### src/rtl/id_stage_pkg.sv
// Purpose: shared decode constants, selector enums and the control-flag payload
//          used by id_decode and id_stage.
// Contents: RV32 opcode/func3/func7 constants, operand selector enums,
//           id_ctrl_t (reg_wen/mem_rd/illegal), OP-IMM and OP legality helpers.
package id_stage_pkg;

  localparam int unsigned INST_W = 32;
  localparam int unsigned OPC_W  = 7;
  localparam int unsigned F3_W   = 3;
  localparam int unsigned F7_W   = 7;

  localparam logic [OPC_W-1:0] OPC_LUI    = 7'b0110111;
  localparam logic [OPC_W-1:0] OPC_AUIPC  = 7'b0010111;
  localparam logic [OPC_W-1:0] OPC_JAL    = 7'b1101111;
  localparam logic [OPC_W-1:0] OPC_JALR   = 7'b1100111;
  localparam logic [OPC_W-1:0] OPC_BRANCH = 7'b1100011;
  localparam logic [OPC_W-1:0] OPC_LOAD   = 7'b0000011;
  localparam logic [OPC_W-1:0] OPC_STORE  = 7'b0100011;
  localparam logic [OPC_W-1:0] OPC_OP_IMM = 7'b0010011;
  localparam logic [OPC_W-1:0] OPC_OP     = 7'b0110011;

  localparam logic [F3_W-1:0] F3_ADD  = 3'b000;
  localparam logic [F3_W-1:0] F3_SLL  = 3'b001;
  localparam logic [F3_W-1:0] F3_SR   = 3'b101;
  localparam logic [F3_W-1:0] F3_JALR = 3'b000;
  localparam logic [F3_W-1:0] F3_SW   = 3'b010;

  localparam logic [F7_W-1:0] F7_BASE = 7'b0000000;
  localparam logic [F7_W-1:0] F7_ALT  = 7'b0100000;

  typedef enum logic [1:0] {OP1_ZERO, OP1_RS1, OP1_PC, OP1_IMM} op1_sel_e;
  typedef enum logic [1:0] {OP2_ZERO, OP2_RS2, OP2_IMM} op2_sel_e;

  typedef struct packed {
    logic reg_wen;
    logic mem_rd;
    logic illegal;
  } id_ctrl_t;

  // Shift-immediates constrain func7; every other OP-IMM func3 is legal.
  function automatic logic op_imm_legal(input logic [F3_W-1:0] f3, input logic [F7_W-1:0] f7);
    if (f3 == F3_SLL) return f7 == F7_BASE;
    if (f3 == F3_SR)  return (f7 == F7_BASE) || (f7 == F7_ALT);
    return 1'b1;
  endfunction

  // The alternate func7 only exists for SUB and SRA.
  function automatic logic op_legal(input logic [F3_W-1:0] f3, input logic [F7_W-1:0] f7);
    return (f7 == F7_BASE) || ((f7 == F7_ALT) && ((f3 == F3_ADD) || (f3 == F3_SR)));
  endfunction

endpackage

### src/rtl/id_decode.sv
// Purpose: combinational RV32 instruction decode for the ID stage.
// Ports:   inst_i/inst_addr_i       instruction and its address
//          rs1/rs2_addr_o           regfile read addresses (0 when field unused)
//          rs1/rs2_data_i           regfile read data
//          op1_o/op2_o/imm_o        operands and sign-extended immediate
//          rd_addr_o, ctrl_o        destination and control flags
module id_decode
  import id_stage_pkg::*;
#(
  parameter int unsigned XLEN   = 32,
  parameter int unsigned REG_AW = 5
) (
  input  logic [INST_W-1:0] inst_i,
  input  logic [XLEN-1:0]   inst_addr_i,
  output logic [REG_AW-1:0] rs1_addr_o,
  output logic [REG_AW-1:0] rs2_addr_o,
  input  logic [XLEN-1:0]   rs1_data_i,
  input  logic [XLEN-1:0]   rs2_data_i,
  output logic [XLEN-1:0]   op1_o,
  output logic [XLEN-1:0]   op2_o,
  output logic [XLEN-1:0]   imm_o,
  output logic [REG_AW-1:0] rd_addr_o,
  output id_ctrl_t          ctrl_o
);

  logic [OPC_W-1:0] w_opc;
  logic [F3_W-1:0]  w_f3;
  logic [F7_W-1:0]  w_f7;
  logic signed [31:0] w_imm_i, w_imm_s, w_imm_b, w_imm_j, w_imm_u;
  logic w_use_rs1, w_use_rs2, w_wr_rd;
  op1_sel_e w_op1_sel;
  op2_sel_e w_op2_sel;

  assign w_opc = inst_i[6:0];
  assign w_f3  = inst_i[14:12];
  assign w_f7  = inst_i[31:25];

  assign w_imm_i = {{20{inst_i[31]}}, inst_i[31:20]};
  assign w_imm_s = {{20{inst_i[31]}}, inst_i[31:25], inst_i[11:7]};
  assign w_imm_b = {{19{inst_i[31]}}, inst_i[31], inst_i[7], inst_i[30:25], inst_i[11:8], 1'b0};
  assign w_imm_j = {{11{inst_i[31]}}, inst_i[31], inst_i[19:12], inst_i[20], inst_i[30:21], 1'b0};
  assign w_imm_u = {inst_i[31:12], 12'b0};

  // Format decode: selects only, no regfile data, so the read-address path stays acyclic.
  always_comb begin
    w_use_rs1      = 1'b0;
    w_use_rs2      = 1'b0;
    w_wr_rd        = 1'b0;
    w_op1_sel      = OP1_ZERO;
    w_op2_sel      = OP2_ZERO;
    imm_o          = '0;
    ctrl_o.mem_rd  = 1'b0;
    ctrl_o.illegal = 1'b0;
    unique case (w_opc)
      OPC_OP_IMM: if (op_imm_legal(w_f3, w_f7)) begin
        w_use_rs1 = 1'b1; w_wr_rd = 1'b1;
        w_op1_sel = OP1_RS1; w_op2_sel = OP2_IMM; imm_o = XLEN'(w_imm_i);
      end else ctrl_o.illegal = 1'b1;
      OPC_OP: if (op_legal(w_f3, w_f7)) begin
        w_use_rs1 = 1'b1; w_use_rs2 = 1'b1; w_wr_rd = 1'b1;
        w_op1_sel = OP1_RS1; w_op2_sel = OP2_RS2;
      end else ctrl_o.illegal = 1'b1;
      OPC_BRANCH: if (w_f3[2:1] != 2'b01) begin
        w_use_rs1 = 1'b1; w_use_rs2 = 1'b1;
        w_op1_sel = OP1_RS1; w_op2_sel = OP2_RS2; imm_o = XLEN'(w_imm_b);
      end else ctrl_o.illegal = 1'b1;
      OPC_JAL: begin
        w_wr_rd = 1'b1;
        w_op1_sel = OP1_PC; w_op2_sel = OP2_IMM; imm_o = XLEN'(w_imm_j);
      end
      OPC_JALR: if (w_f3 == F3_JALR) begin
        w_use_rs1 = 1'b1; w_wr_rd = 1'b1;
        w_op1_sel = OP1_RS1; w_op2_sel = OP2_IMM; imm_o = XLEN'(w_imm_i);
      end else ctrl_o.illegal = 1'b1;
      OPC_LUI: begin
        w_wr_rd = 1'b1; w_op1_sel = OP1_IMM; imm_o = XLEN'(w_imm_u);
      end
      OPC_AUIPC: begin
        w_wr_rd = 1'b1;
        w_op1_sel = OP1_PC; w_op2_sel = OP2_IMM; imm_o = XLEN'(w_imm_u);
      end
      OPC_LOAD: if ((w_f3 != 3'b011) && (w_f3[2:1] != 2'b11)) begin
        w_use_rs1 = 1'b1; w_wr_rd = 1'b1; ctrl_o.mem_rd = 1'b1;
        w_op1_sel = OP1_RS1; w_op2_sel = OP2_IMM; imm_o = XLEN'(w_imm_i);
      end else ctrl_o.illegal = 1'b1;
      OPC_STORE: if (w_f3 <= F3_SW) begin
        w_use_rs1 = 1'b1; w_use_rs2 = 1'b1;
        w_op1_sel = OP1_RS1; w_op2_sel = OP2_RS2; imm_o = XLEN'(w_imm_s);
      end else ctrl_o.illegal = 1'b1;
      default: ctrl_o.illegal = 1'b1;
    endcase
  end

  assign rs1_addr_o = w_use_rs1 ? REG_AW'(inst_i[19:15]) : '0;
  assign rs2_addr_o = w_use_rs2 ? REG_AW'(inst_i[24:20]) : '0;
  assign rd_addr_o  = w_wr_rd   ? REG_AW'(inst_i[11:7])  : '0;
  // Writes to x0 are architecturally discarded.
  assign ctrl_o.reg_wen = w_wr_rd && (rd_addr_o != '0);

  // Operand muxing from the selects and regfile data.
  always_comb begin
    op1_o = '0;
    op2_o = '0;
    unique case (w_op1_sel)
      OP1_RS1: op1_o = rs1_data_i;
      OP1_PC:  op1_o = inst_addr_i;
      OP1_IMM: op1_o = imm_o;
      default: op1_o = '0;
    endcase
    unique case (w_op2_sel)
      OP2_RS2: op2_o = rs2_data_i;
      OP2_IMM: op2_o = imm_o;
      default: op2_o = '0;
    endcase
  end

endmodule

### src/rtl/id_stage.sv
// Purpose: ID pipeline stage: IF->ID handshake, load-use hazard detection,
//          flush handling and the registered ID/EX payload.
// Ports:   clk, rst (sync, active-high); in_valid/in_ready/inst_i/inst_addr_i from IF;
//          rs*_addr_o/rs*_data_i to/from the regfile; flush_i;
//          out_valid/out_ready plus registered inst/addr/operands/imm/rd/flags to EX.
module id_stage
  import id_stage_pkg::*;
#(
  parameter int unsigned XLEN   = 32,
  parameter int unsigned REG_AW = 5
) (
  input  logic              clk,
  input  logic              rst,
  input  logic              in_valid,
  output logic              in_ready,
  input  logic [INST_W-1:0] inst_i,
  input  logic [XLEN-1:0]   inst_addr_i,
  output logic [REG_AW-1:0] rs1_addr_o,
  output logic [REG_AW-1:0] rs2_addr_o,
  input  logic [XLEN-1:0]   rs1_data_i,
  input  logic [XLEN-1:0]   rs2_data_i,
  input  logic              flush_i,
  output logic              out_valid,
  input  logic              out_ready,
  output logic [INST_W-1:0] inst_o,
  output logic [XLEN-1:0]   inst_addr_o,
  output logic [XLEN-1:0]   op_num1_o,
  output logic [XLEN-1:0]   op_num2_o,
  output logic [XLEN-1:0]   imm_o,
  output logic [REG_AW-1:0] rd_addr_o,
  output logic              reg_wen_o,
  output logic              mem_rd_o,
  output logic              illegal_o
);

  logic [XLEN-1:0]   w_op1, w_op2, w_imm;
  logic [REG_AW-1:0] w_rd;
  id_ctrl_t          w_ctrl;
  logic              w_stall, w_capture;

  logic              r_out_valid;
  logic [INST_W-1:0] r_inst;
  logic [XLEN-1:0]   r_inst_addr, r_op1, r_op2, r_imm;
  logic [REG_AW-1:0] r_rd;
  id_ctrl_t          r_ctrl;

  id_decode #(.XLEN(XLEN), .REG_AW(REG_AW)) u_decode (
    .inst_i     (inst_i),
    .inst_addr_i(inst_addr_i),
    .rs1_addr_o (rs1_addr_o),
    .rs2_addr_o (rs2_addr_o),
    .rs1_data_i (rs1_data_i),
    .rs2_data_i (rs2_data_i),
    .op1_o      (w_op1),
    .op2_o      (w_op2),
    .imm_o      (w_imm),
    .rd_addr_o  (w_rd),
    .ctrl_o     (w_ctrl)
  );

  // Load-use: the held load's data is not available yet; unused rs fields read as 0, never matching rd!=0.
  assign w_stall = r_out_valid && r_ctrl.mem_rd && (r_rd != '0) && in_valid &&
                   ((r_rd == rs1_addr_o) || (r_rd == rs2_addr_o));
  assign in_ready  = (!r_out_valid || out_ready) && !w_stall && !flush_i;
  assign w_capture = in_valid && in_ready;

  // ID/EX register; flush wins over capture, capture wins over plain handoff.
  always_ff @(posedge clk) begin
    if (rst) begin
      r_out_valid <= 1'b0;
      r_inst      <= '0;
      r_inst_addr <= '0;
      r_op1       <= '0;
      r_op2       <= '0;
      r_imm       <= '0;
      r_rd        <= '0;
      r_ctrl      <= '0;
    end else if (flush_i) begin
      r_out_valid <= 1'b0;
    end else if (w_capture) begin
      r_out_valid <= 1'b1;
      r_inst      <= inst_i;
      r_inst_addr <= inst_addr_i;
      r_op1       <= w_op1;
      r_op2       <= w_op2;
      r_imm       <= w_imm;
      r_rd        <= w_rd;
      r_ctrl      <= w_ctrl;
    end else if (r_out_valid && out_ready) begin
      r_out_valid <= 1'b0;
    end
  end

  assign out_valid   = r_out_valid;
  assign inst_o      = r_inst;
  assign inst_addr_o = r_inst_addr;
  assign op_num1_o   = r_op1;
  assign op_num2_o   = r_op2;
  assign imm_o       = r_imm;
  assign rd_addr_o   = r_rd;
  assign reg_wen_o   = r_ctrl.reg_wen;
  assign mem_rd_o    = r_ctrl.mem_rd;
  assign illegal_o   = r_ctrl.illegal;

endmodule

### config.mk
export PLATFORM = sky130hd
export DESIGN_NAME = id_stage
export DESIGN_NICKNAME = d
export VERILOG_FILES = /design/src/rtl/id_stage_pkg.sv /design/src/rtl/id_decode.sv /design/src/rtl/id_stage.sv
export SDC_FILE = /design/constraint.sdc
export NUM_CORES = 1
export LEC_CHECK = 0
export ABC_AREA = 1
export BUFFER_PORTS_ARGS = -buffer_cell sky130_fd_sc_hd__buf_2
export CORE_MARGIN = 3
export CORE_UTILIZATION = 55
export CTS_CLUSTER_DIAMETER = 120
export DETAILED_ROUTE_END_ITERATION = 7
export GPL_TIMING_DRIVEN = 0
export PLACE_DENSITY = 0.86
export SLEW_MARGIN = 20
export SYNTH_ARGS = -nofsm -noshare
export SYNTH_HDL_FRONTEND = slang
export SYNTH_SLANG_ARGS = --single-unit
### constraint.sdc
create_clock -name clk -period 8.8 [get_ports clk]
set_input_delay 0.88 -clock clk [delete_from_list [all_inputs] [get_ports clk]]
set_output_delay 0.88 -clock clk [all_outputs]
set_load 0.02 [all_outputs]
==> results.tsv <==
metric	value	unit
seqCellArea	3380	µm²
multi_input_area	4310	µm²
required	7.92	ns
hold_path.class	flop to flop	
final.period_utilization	48.6	%
ys_ff_latch	169	
insertion_delay	0.44	ns
r2r_end	rd_addr_o[1]	
clk_pin_slew	0.06	ns
io_pins	313	
placementRows	46	
cts_buffer_depth	2	
h-tree-depth	4	
drv_slew	0	
worst_pin_slew	0.784	ns
synth_cell_types	29	
ctsResizeCount	0	
drive_gt1_share	22.4	%
end_kind	primary output	
route.vias.total	10905	
antenna_found_initial	2	
ir_worst_vdd	140	µV
grt_max_degree	17	
cts_tree	done	
synth_nets	1709	
dieHeight	136	µm
post_cts_buffers	0	
ys_seq_area_share	36.6	%
holdPathEnd	op_num1_o[19]	
portBuffers	312	
fin_skew	0.0122	ns
viasPerCell	5.11	
fmax	0.234	GHz
hold_violations	0	
syn_area_per_cell	5.88	µm²
netlist_area	9260	µm²
rsz0062_at_grt	no	
setup_violations	0	
min_period	4.28	ns
drtPass1Iterations	8	
power_leakage	6.94	nW
maxCapViolCount	0	
cp.arrival	3.40	ns
syn_to_final_growth	26.2	%
powerDensity	170	nW/µm²
crit_type	primary input to primary output	
fin_tns_setup	0	ns
drtAntennaViolNets	0	
grt_overflow	0	
wl_per_cell	15.8	µm
maxSlewHeadroom	47.5	%
drt_iter0_markers	1164	
die_w	136	µm
ys_warn_count	0	
path_max_fanout	10	
wl	33700	µm
core	16200	µm²
nFillCells	1437	
status	complete, no violations	
critPathLaunchType	primary input	
syn_inst	1574	
initial_core_util	57.2	%
grt_pass1_wl	50800	µm
grt_pass1_vias	9895	
cts-root-buf	clkbuf_16	
postCtsHoldBufs	0	
nNetsFinal	2040	
worstRegToRegCells	10	
clock-sinks	169	
cts_made_buffers	17	
power.total	1.98	mW
drc	0	
die_area	18400	µm²
hold_depth	4	
grt_use_total	35.5	%
min_from	op_num1_o[19]	
worstReg2RegStart	rd_addr_o[2]	
dpl.hpwl	25600	µm
regToRegSetupSlack	6.82	ns
place.gp.congestion	1.04	
-- synth_stat cells (all sizes together) --
cell     instances  area share, %
a21oi           28            1.5
a22o             4           0.38
a22oi           12           0.97
buf             43            3.5
clkbuf          42            1.7
clkinv           2          0.081
dfxtp          169             37
ha               2           0.27
inv            286             12
nand2          543             22
nand3           21            1.2
nand4           58            3.9
nor2           311             13
nor3             3           0.16
o2111ai          1          0.095
o211ai          15            1.2
o21ai           27            1.5
o22ai            4           0.27
or2              1          0.068
xor2             2           0.19
-- flip-flops by register name (all words and copies together) (netlist names) --
register	count
imm_o	32
inst_o	32
op_num1_o	32
out_valid	1
rd_addr_o	5
reg_wen_o	1
illegal_o	1
inst_addr_o	32
mem_rd_o	1
op_num2_o	32
-- stage by stage --
stage                     utilization (%)  area, µm²  setup WS (ns)  std cells  hold slack (ns)
after floorplan                         -       9260           5.23       1574            0.581
after global placement               68.6      11100           4.39       2102            0.494
after detailed placement             68.6      11100           4.33       2102            0.498
after CTS                            72.2      11700           4.55       2134            0.511
after global routing                 72.2      11700           4.25       2135            0.533
final                                72.2      11700           4.52       2135            0.505
-- worst max-delay path: stages --
cell and delay, ns:
buf_2 0.10, nand2_1 0.10, nor2_1 0.27, nand3_1 0.25, nand2_1 0.13, nor2_1 0.06
nand3_2 0.12, buf_6 0.16, nand3_1 0.07, nand2_1 0.08, nor2_1 0.05, nand3_1 0.09
nand2_1 0.06, nand2_1 0.11, buf_2 0.28, buf_2 0.27, nand2_1 0.07, nor2_1 0.08
buf_2 0.17
-- placed cells by master (no fill, tap or decap), types with 2 or more instances in the layout --
master      count
nand2_1       540
buf_2         326
nor2_1        310
inv_1         245
dfxtp_1       169
nand4_1        58
clkbuf_1       44
inv_2          41
a21oi_1        27
o21ai_0        24
nand3_1        19
clkbuf_16      17
buf_6          15
o211ai_1       15
a22oi_1        12
buf_4           9
buf_1           5
a22o_1          4
o22ai_1         4
nor3_1          3
o21ai_1         3
clkinv_4        3
inv_6           3
clkbuf_8        3
nand2_2         2
nand3_2         2
xor2_1          2
clkinv_1        2
ha_1            2
clkinvlp_4      2
-- routing by layer --
metal	track usage [%]	share of wire (%)	vias to the layer above
li1	-	-	5323
met1	44.4	38	4801
met2	56.6	45	645
met3	8.36	11	134
met4	19.1	5.3	2
met5	0	0.021	-
-- report_power, final --
part           switching, mW  total, mW  internal [mW]  leakage (nW)
Combinational          0.255      0.383          0.129          5.27
Sequential            0.0287      0.844          0.815          1.39
Clock                  0.339      0.758          0.419         0.280
Total                  0.623       1.98           1.36          6.94
-- worst max path at each step --
stage / from / to / cells past startpoint
after floorplan: inst_i[1] / in_ready / 16
after global placement: inst_i[31] / op_num2_o[11] / 24
after detailed placement: inst_i[31] / op_num2_o[18] / 24
after CTS: inst_i[31] / in_ready / 20
after global routing: inst_i[3] / in_ready / 19
final: inst_i[0] / in_ready / 19
-- area by class of cell --
| type | instances | share of cell area, % |
|---|---|---|
| diodes | 1 | 0.0214 |
| plain buffers | 85 | 4.14 |
| clock buffers | 22 | 4.06 |
| clock inverters | 10 | 0.932 |
| inverters | 288 | 9.26 |
| multi-input cells | 1032 | 36.9 |
| flip-flops and latches | 169 | 29.0 |
| well taps | 216 | 2.31 |
| repair buffers | 312 | 13.4 |
-- kinds of logic (layout without fill, tap and decap cells) --
logic type / count (synthesis) / count (layout) / share of synthesized area (%)
AND/OR/NAND/NOR: 937 / 937 / 40.2
buffers and inverters: 373 / 717 / 16.9
flip-flops: 169 / 169 / 36.6
AO/OA/AOI/OAI: 91 / 91 / 5.91
adder cells (fa/ha/maj): 2 / 2 / 0.270
XOR/XNOR: 2 / 2 / 0.189
other: 0 / 1 / 0
(Power assumes the default switching activity.)
